===== src/rtl/seq_divider.sv =====
// seq_divider: multi-cycle unsigned restoring divider, one quotient bit per clock.
// Quotient and remainder are formed in the Q and R working registers and are
// presented on the outputs directly; they hold until the next accepted start.
module seq_divider #(
   parameter int unsigned WIDTH = 64
) (
   input  logic             clk,
   input  logic             reset,
   input  logic             start,
   input  logic [WIDTH-1:0] dividend,
   input  logic [WIDTH-1:0] divisor,
   output logic             busy,
   output logic             done,
   output logic [WIDTH-1:0] quotient,
   output logic [WIDTH-1:0] remainder,
   output logic             div_by_zero
);

   localparam int unsigned CW = $clog2(WIDTH + 1);

   typedef enum logic [1:0] {
      S_IDLE = 2'd0,
      S_RUN  = 2'd1,
      S_DONE = 2'd2
   } state_t;

   state_t           state_q, state_d;
   logic [WIDTH-1:0] q_q, q_d;
   logic [WIDTH-1:0] r_q, r_d;
   logic [WIDTH-1:0] d_q, d_d;
   logic [CW-1:0]    cnt_q, cnt_d;
   logic             dz_q, dz_d;
   logic             busy_q, busy_d;
   logic             done_q, done_d;

   logic             accept;
   logic [WIDTH-1:0] r_shift;
   logic [WIDTH:0]   trial;

   // One restoring step: shift the next dividend bit into R, then trial-subtract D.
   always_comb begin
      r_shift = {r_q[WIDTH-2:0], q_q[WIDTH-1]};
      trial   = {1'b0, r_shift} - {1'b0, d_q};
   end

   // Next-state, datapath and registered-output computation.
   always_comb begin
      state_d = state_q;
      q_d     = q_q;
      r_d     = r_q;
      d_d     = d_q;
      cnt_d   = cnt_q;
      dz_d    = dz_q;
      accept  = 1'b0;

      case (state_q)
         S_IDLE: begin
            accept = start;
         end
         S_RUN: begin
            if (!trial[WIDTH]) begin
               r_d = trial[WIDTH-1:0];
               q_d = {q_q[WIDTH-2:0], 1'b1};
            end else begin
               r_d = r_shift;
               q_d = {q_q[WIDTH-2:0], 1'b0};
            end
            cnt_d = cnt_q - CW'(1);
            if (cnt_q == CW'(1)) begin
               state_d = S_DONE;
            end
         end
         S_DONE: begin
            state_d = S_IDLE;
            accept  = start;
         end
         default: begin
            state_d = S_IDLE;
         end
      endcase

      // New operation; a zero divisor resolves immediately without iterating.
      if (accept) begin
         d_d   = divisor;
         q_d   = dividend;
         r_d   = '0;
         cnt_d = CW'(WIDTH);
         dz_d  = 1'b0;
         if (divisor == '0) begin
            state_d = S_DONE;
            q_d     = '1;
            r_d     = dividend;
            dz_d    = 1'b1;
         end else begin
            state_d = S_RUN;
         end
      end

      busy_d = (state_d == S_RUN);
      done_d = (state_d == S_DONE);
   end

   // State and datapath registers with asynchronous clear.
   always_ff @(posedge clk or posedge reset) begin
      if (reset) begin
         state_q <= S_IDLE;
         q_q     <= '0;
         r_q     <= '0;
         d_q     <= '0;
         cnt_q   <= '0;
         dz_q    <= 1'b0;
         busy_q  <= 1'b0;
         done_q  <= 1'b0;
      end else begin
         state_q <= state_d;
         q_q     <= q_d;
         r_q     <= r_d;
         d_q     <= d_d;
         cnt_q   <= cnt_d;
         dz_q    <= dz_d;
         busy_q  <= busy_d;
         done_q  <= done_d;
      end
   end

   // Outputs come straight from flops.
   always_comb begin
      busy        = busy_q;
      done        = done_q;
      quotient    = q_q;
      remainder   = r_q;
      div_by_zero = dz_q;
   end

endmodule


===== config.mk =====
export PLATFORM = sky130hd
export DESIGN_NAME = seq_divider
export DESIGN_NICKNAME = d
export VERILOG_FILES = /design/src/rtl/seq_divider.sv
export SDC_FILE = /design/constraint.sdc
export NUM_CORES = 1
export LEC_CHECK = 0
export BUFFER_PORTS_ARGS = -buffer_cell sky130_fd_sc_hd__buf_2
export CORE_ASPECT_RATIO = 0.9
export CORE_MARGIN = 1
export CORE_UTILIZATION = 57
export DETAILED_ROUTE_END_ITERATION = 6
export PLACE_DENSITY = 0.82
export SLEW_MARGIN = 20
export SYNTH_ARGS = -nofsm -noshare
export SYNTH_HDL_FRONTEND = slang
export SYNTH_SLANG_ARGS = --single-unit

===== constraint.sdc =====
create_clock -name clk -period 6.86 [get_ports clk]
set_input_delay 0.686 -clock clk [delete_from_list [all_inputs] [get_ports clk]]
set_output_delay 0.686 -clock clk [all_outputs]
set_load 0.01 [all_outputs]

* Yosys cells after proc, flatten, opt, wreduce, memory -nomap -nowiden
Cells that the tools add are included.
** Storage, ports and cells
- Bits in registers :: 204
- Input port bits :: 131
- Output and inout port bits :: 131
- Logic and storage cells :: 35
** Cells by class
- Add/subtract/negate cells :: 2
- Equality and inequality tests :: 5
- Muxes and demuxes :: 16
- Reductions and logical operators :: 4
** Operators with widths (count)
- 64-bit two-way mux :: 7
- 64-bit by 64-bit subtractor with 65-bit output :: 1
- 64-bit logical NOT :: 1
- 7-bit two-way mux :: 2
- 7-bit by 1-bit == test with 1-bit output, second input constant :: 1
- 7-bit by 1-bit subtractor with 7-bit output, second input constant :: 1
- 2-bit two-way mux :: 3
- 2-bit by 1-bit == test with 1-bit output, second input constant :: 2
- 2-bit == test, second input constant :: 2
- 2-bit one-hot mux with 2 select lines :: 1
- 1-bit two-way mux :: 3
- 2-bit logical NOT :: 1
- 2-bit nonzero test :: 1
- 2-bit OR reduction :: 1

* Longest topological paths before layout
- Word-level depth :: 5
- Mapped depth :: 15
- Mapped depth without buffers :: 14

* Worst setup path before layout
OpenSTA, ideal clock, no wires.
- Path type :: register -> register
- Start :: reg q_q[63] (netlist: quotient[63])
- End :: reg r_q[58] (netlist: remainder[58])
- Library setup time :: 0.123 ns
- Data arrival time :: 3.375 ns
- Required time :: 6.737 ns
- Slack :: 3.362 ns
- Stages on the path, launching flop included :: 15
- Path buffers :: 1
- Cells stage by stage :: dfrtp_1 > inv_1 > ha_1 > fa_1 > nor2b_1 > o31ai_1 > a31oi_2 > o31ai_2 > o31a_1 > o31a_1 > o41a_1 > buf_2 > or3_1 > mux2i_1 > nor2_1
** On the way
- Word-level cells in the longest chain between the ends :: 4
** Ends and longest elaborated chain
- start: declaration :: RTL line 28 : logic [WIDTH-1:0] q_q, q_d;
- start signal: assignment :: RTL line 116 : q_q <= q_d;
- 64-bit by 64-bit subtractor with 65-bit output :: RTL line 43 : trial = {1'b0, r_shift} - {1'b0, d_q};
- 64-bit two-way mux :: RTL line 61 : if (!trial[WIDTH]) begin
- 64-bit two-way mux :: RTL line 56 : case (state_q)
- 64-bit two-way mux :: RTL line 83 : if (accept) begin
- end signal: assignment :: RTL line 117 : r_q <= r_d;
- end: declaration :: RTL line 29 : logic [WIDTH-1:0] r_q, r_d;
No other way between the ends. The select of a mux whose other input is x is not followed.
A chain may end at the register's enable or synchronous reset.

* Worst setup path after layout
- Start :: reg q_q[63] (netlist: quotient[63])
- End :: reg r_q[20] (netlist: remainder[20])
The elaborated chain is that of the path after synthesis.

==> impl_metrics.csv <==
group,metric,value,unit
critical_path,path_max_fanout,33,
die,dieArea,24200,µm²
grt,grt_pass1_wl,69200,µm
clock_tree,ctsRootBufferMaster,"clkbuf_16",
sta,setup_viol,0,
finish,syn2layout_area_growth,15.6,%
sta,layout_setup_ws,2.38,ns
sta,worst_pin_slew,1.15,ns
grt,gr-usage-all-layers,0.366,
clock_tree,clk_pin_slew,0.06,ns
logic_synthesis,ys.flop_type,"dfrtp_1",
sta,timing.fmax,223,MHz
clock_tree,cts-buffers-inserted,23,
logic_synthesis,synth_top_cell_area_share,0.380,
die,start_util,0.589,
sta,timing.final.crit_period,4.48,ns
critical_path,worst_ep_arrival_time,4.93,ns
clock_tree,cts_resized,0,
critical_path,path_class,"register to register",
grt,grt_overflow,0,
grt,grt_max_degree,237,
grt,grt_pass1_vias,12383,
grt,met2_usage,0.527,
clock_tree,htree_num_levels,1,
clock_tree,post_cts_buffers,0,
clock_tree,cts_sinks,204,
logic_synthesis,syn_area,13400,µm²
route,wl_per_cell,20.5,µm
logic_synthesis,async_flop_share,1.00,
logic_synthesis,yosysTopAreaCell,"dfrtp_1",
finish,fill_cells,1916,
grt,grt_use_met1,0.545,
placement,dpl.hpwl,33100,µm
route,drc,0,
hold_path,hold_class,"input port to asynchronous set/reset pin",
die,io_pins,262,
grt,busiest_layer,"met1",
logic_synthesis,synth_fp_nets,1911,
sta,fin_crit_sh,0.654,
critical_path,cp-start-kind,"register",
grt,grt_use_met3,0.0920,
sta,hold_ws,0.243,ns
logic_synthesis,synthTopCellsByArea,"dfrtp_1 38%, nand2_1 7.4%, ha_1 6.2%",
finish,final_nets,2089,
logic_synthesis,synthXorXnorAreaFrac,0.0379,
die,die_y,148,µm
sta,finalHoldViolCount,0,
logic_synthesis,yosys.area_share.simple,0.199,
finish,antenna_cells,0,
route,drtIter0Drc,1564,
route,vias_per_cell,6.24,
clock_tree,cts_tree,"yes",
logic_synthesis,synth_edf_count,0,
route,drt-total-wl,45100,µm
critical_path,critPathCaptureType,"register",
route,drtAntennaViolNets,0,
clock_tree,clk_path_buf_depth,3,
finish,drive_above_1_share,0.169,
sta,rsz0062_at_grt,"no",
logic_synthesis,postSynthCellCount,1713,
run_status,status,"complete, no violations",
die,coreArea,22800,µm²
logic_synthesis,ys_types,65,
logic_synthesis,yosys.area_share.adder,0.0630,
critical_path,cp_data_required_time,7.31,ns
placement,dpl_worst_slack,2.45,ns
logic_synthesis,seq_area_frac_synth,0.380,
placement,globalplace.congestion,0.970,
flow_run,maxCapViolCount,0,
logic_synthesis,ys_ff_latch,204,
clock_tree,ctsHoldBuffers,0,
clock_tree,insertion_delay,0.52,ns
grt,antenna_found_initial,0,
sta,slew_viol_final,0,
placement,portBuffers,261,
sta,slew-limit-headroom,0.235,
logic_synthesis,ys_warn_count,0,
route,drt-pass1-iter-count,6,
die,die_w,164,µm
sta,skew,0.0134,ns
route,dr_total_vias,13746,
logic_synthesis,synth.area.mux_share,0.00224,
logic_synthesis,synth_top_family_by_area,"compound AO/OA/AOI/OAI gates",
logic_synthesis,synth_compound_area_frac,0.257,
sta,final.setup.tns,0,ns
logic_synthesis,syn_avg_cell_area,7.83,µm²
die,rows,52,
final timing paths:
check	startpoint	end	slack (ns)	cells after the start
setup / recovery	quotient[63]$_DFFE_PP0P_	remainder[20]$_DFFE_PP0P_	2.38	15
max in group asynchronous	reset	d_q[44]$_DFFE_PP0P_	5.37	3
min in group clk	divisor[48]	d_q[48]$_DFFE_PP0P_	0.38	3
hold reg to reg	div_by_zero$_DFFE_PP0P_	div_by_zero$_DFFE_PP0P_	0.49	1
setup reg to reg	quotient[63]$_DFFE_PP0P_	remainder[20]$_DFFE_PP0P_	2.38	15
hold / removal	reset	quotient[11]$_DFFE_PP0P_	0.24	2
layout make-up:
cell class	instances	area, µm²	share of cell area
multi-input cells	1298	7560	0.487
clock inverters	5	78.8	0.00508
inverters	87	334	0.0215
flip-flops and latches	204	5100	0.329
clock buffers	35	631	0.0406
repair buffers	277	1440	0.0927
well taps	297	372	0.0239
metal layers:
metal	wire length [µm]	vias to the layer above
li1	-	6433
met1	19900	6471
met2	18900	764
met3	5130	78
met4	1220	0
met5	0	-
metrics by stage:
step	utilization	instance area [µm²]	cells
finish	0.681	15500	2203
global route	0.681	15500	2203
global placement	0.650	14800	2163
detailed placement	0.650	14800	2163
floorplan	-	13400	1713
CTS	0.681	15500	2203
registers in the layout, summed over array words and instances, names as in the netlist:
register / flops
busy: 1
cnt_q: 7
d_q: 64
div_by_zero: 1
done: 1
quotient: 64
remainder: 64
state_q: 2
synthesized netlist by cell type (all sizes together), types with 4 or more instances:
cell and number:
nand3 24, a21oi 156, nor3 79, nand4 24, o41ai 5, inv 87
o211ai 5, o22ai 7, a22oi 13, nor4 18, clkbuf 107, buf 17
o31ai 70, nand2 266, xnor2 33, a311oi 6, xor2 25, and3 7
a31oi 12, a211oi 19, nor2b 10, a21o 33, or3 7, nand2b 5
a31o 6, dfrtp 204, or4 4, o221ai 4, nor2 166, ha 66
o21a 8, o21bai 13, a221oi 5, o21ai 159
layout by cell type (no fill, tap or decap), drive strengths merged, types with 6 or more instances in the layout:
master	instances
buf	277
nand2	266
dfrtp	204
nor2	166
o21ai	159
a21oi	156
inv	88
nor3	79
o31ai	70
ha	66
clkbuf	35
a21o	33
xnor2	33
xor2	25
nand3	24
nand4	24
a211oi	19
nor4	18
o21bai	13
a22oi	13
a31oi	12
nor2b	10
o21a	8
and3	7
or3	7
o22ai	7
a311oi	6
a31o	6
critical path: stages, from the launching register on:
cell	delay [ns]
dfrtp_1	0.36
inv_1	0.06
ha_1	0.22
fa_1	0.39
nor2b_1	0.19
o31ai_1	0.13
a31oi_2	0.25
o31ai_2	0.15
o31a_1	0.38
o31a_1	0.40
o41a_2	0.75
buf_4	0.37
or3b_1	0.40
a21oi_1	0.15
a21oi_1	0.07
o21ai_1	0.13
cell families after synthesis:
kind of cell | Yosys count
adder cells (fa/ha/maj) | 67
buffers and inverters | 211
multiplexers | 3
flip-flops | 204
XOR/XNOR | 58
AND/OR/NAND/NOR | 618
AO/OA/AOI/OAI | 552
Power is left out: the tool's default activity adds up to more than one toggle a clock period on the data nets, which glitch-free logic cannot reach.
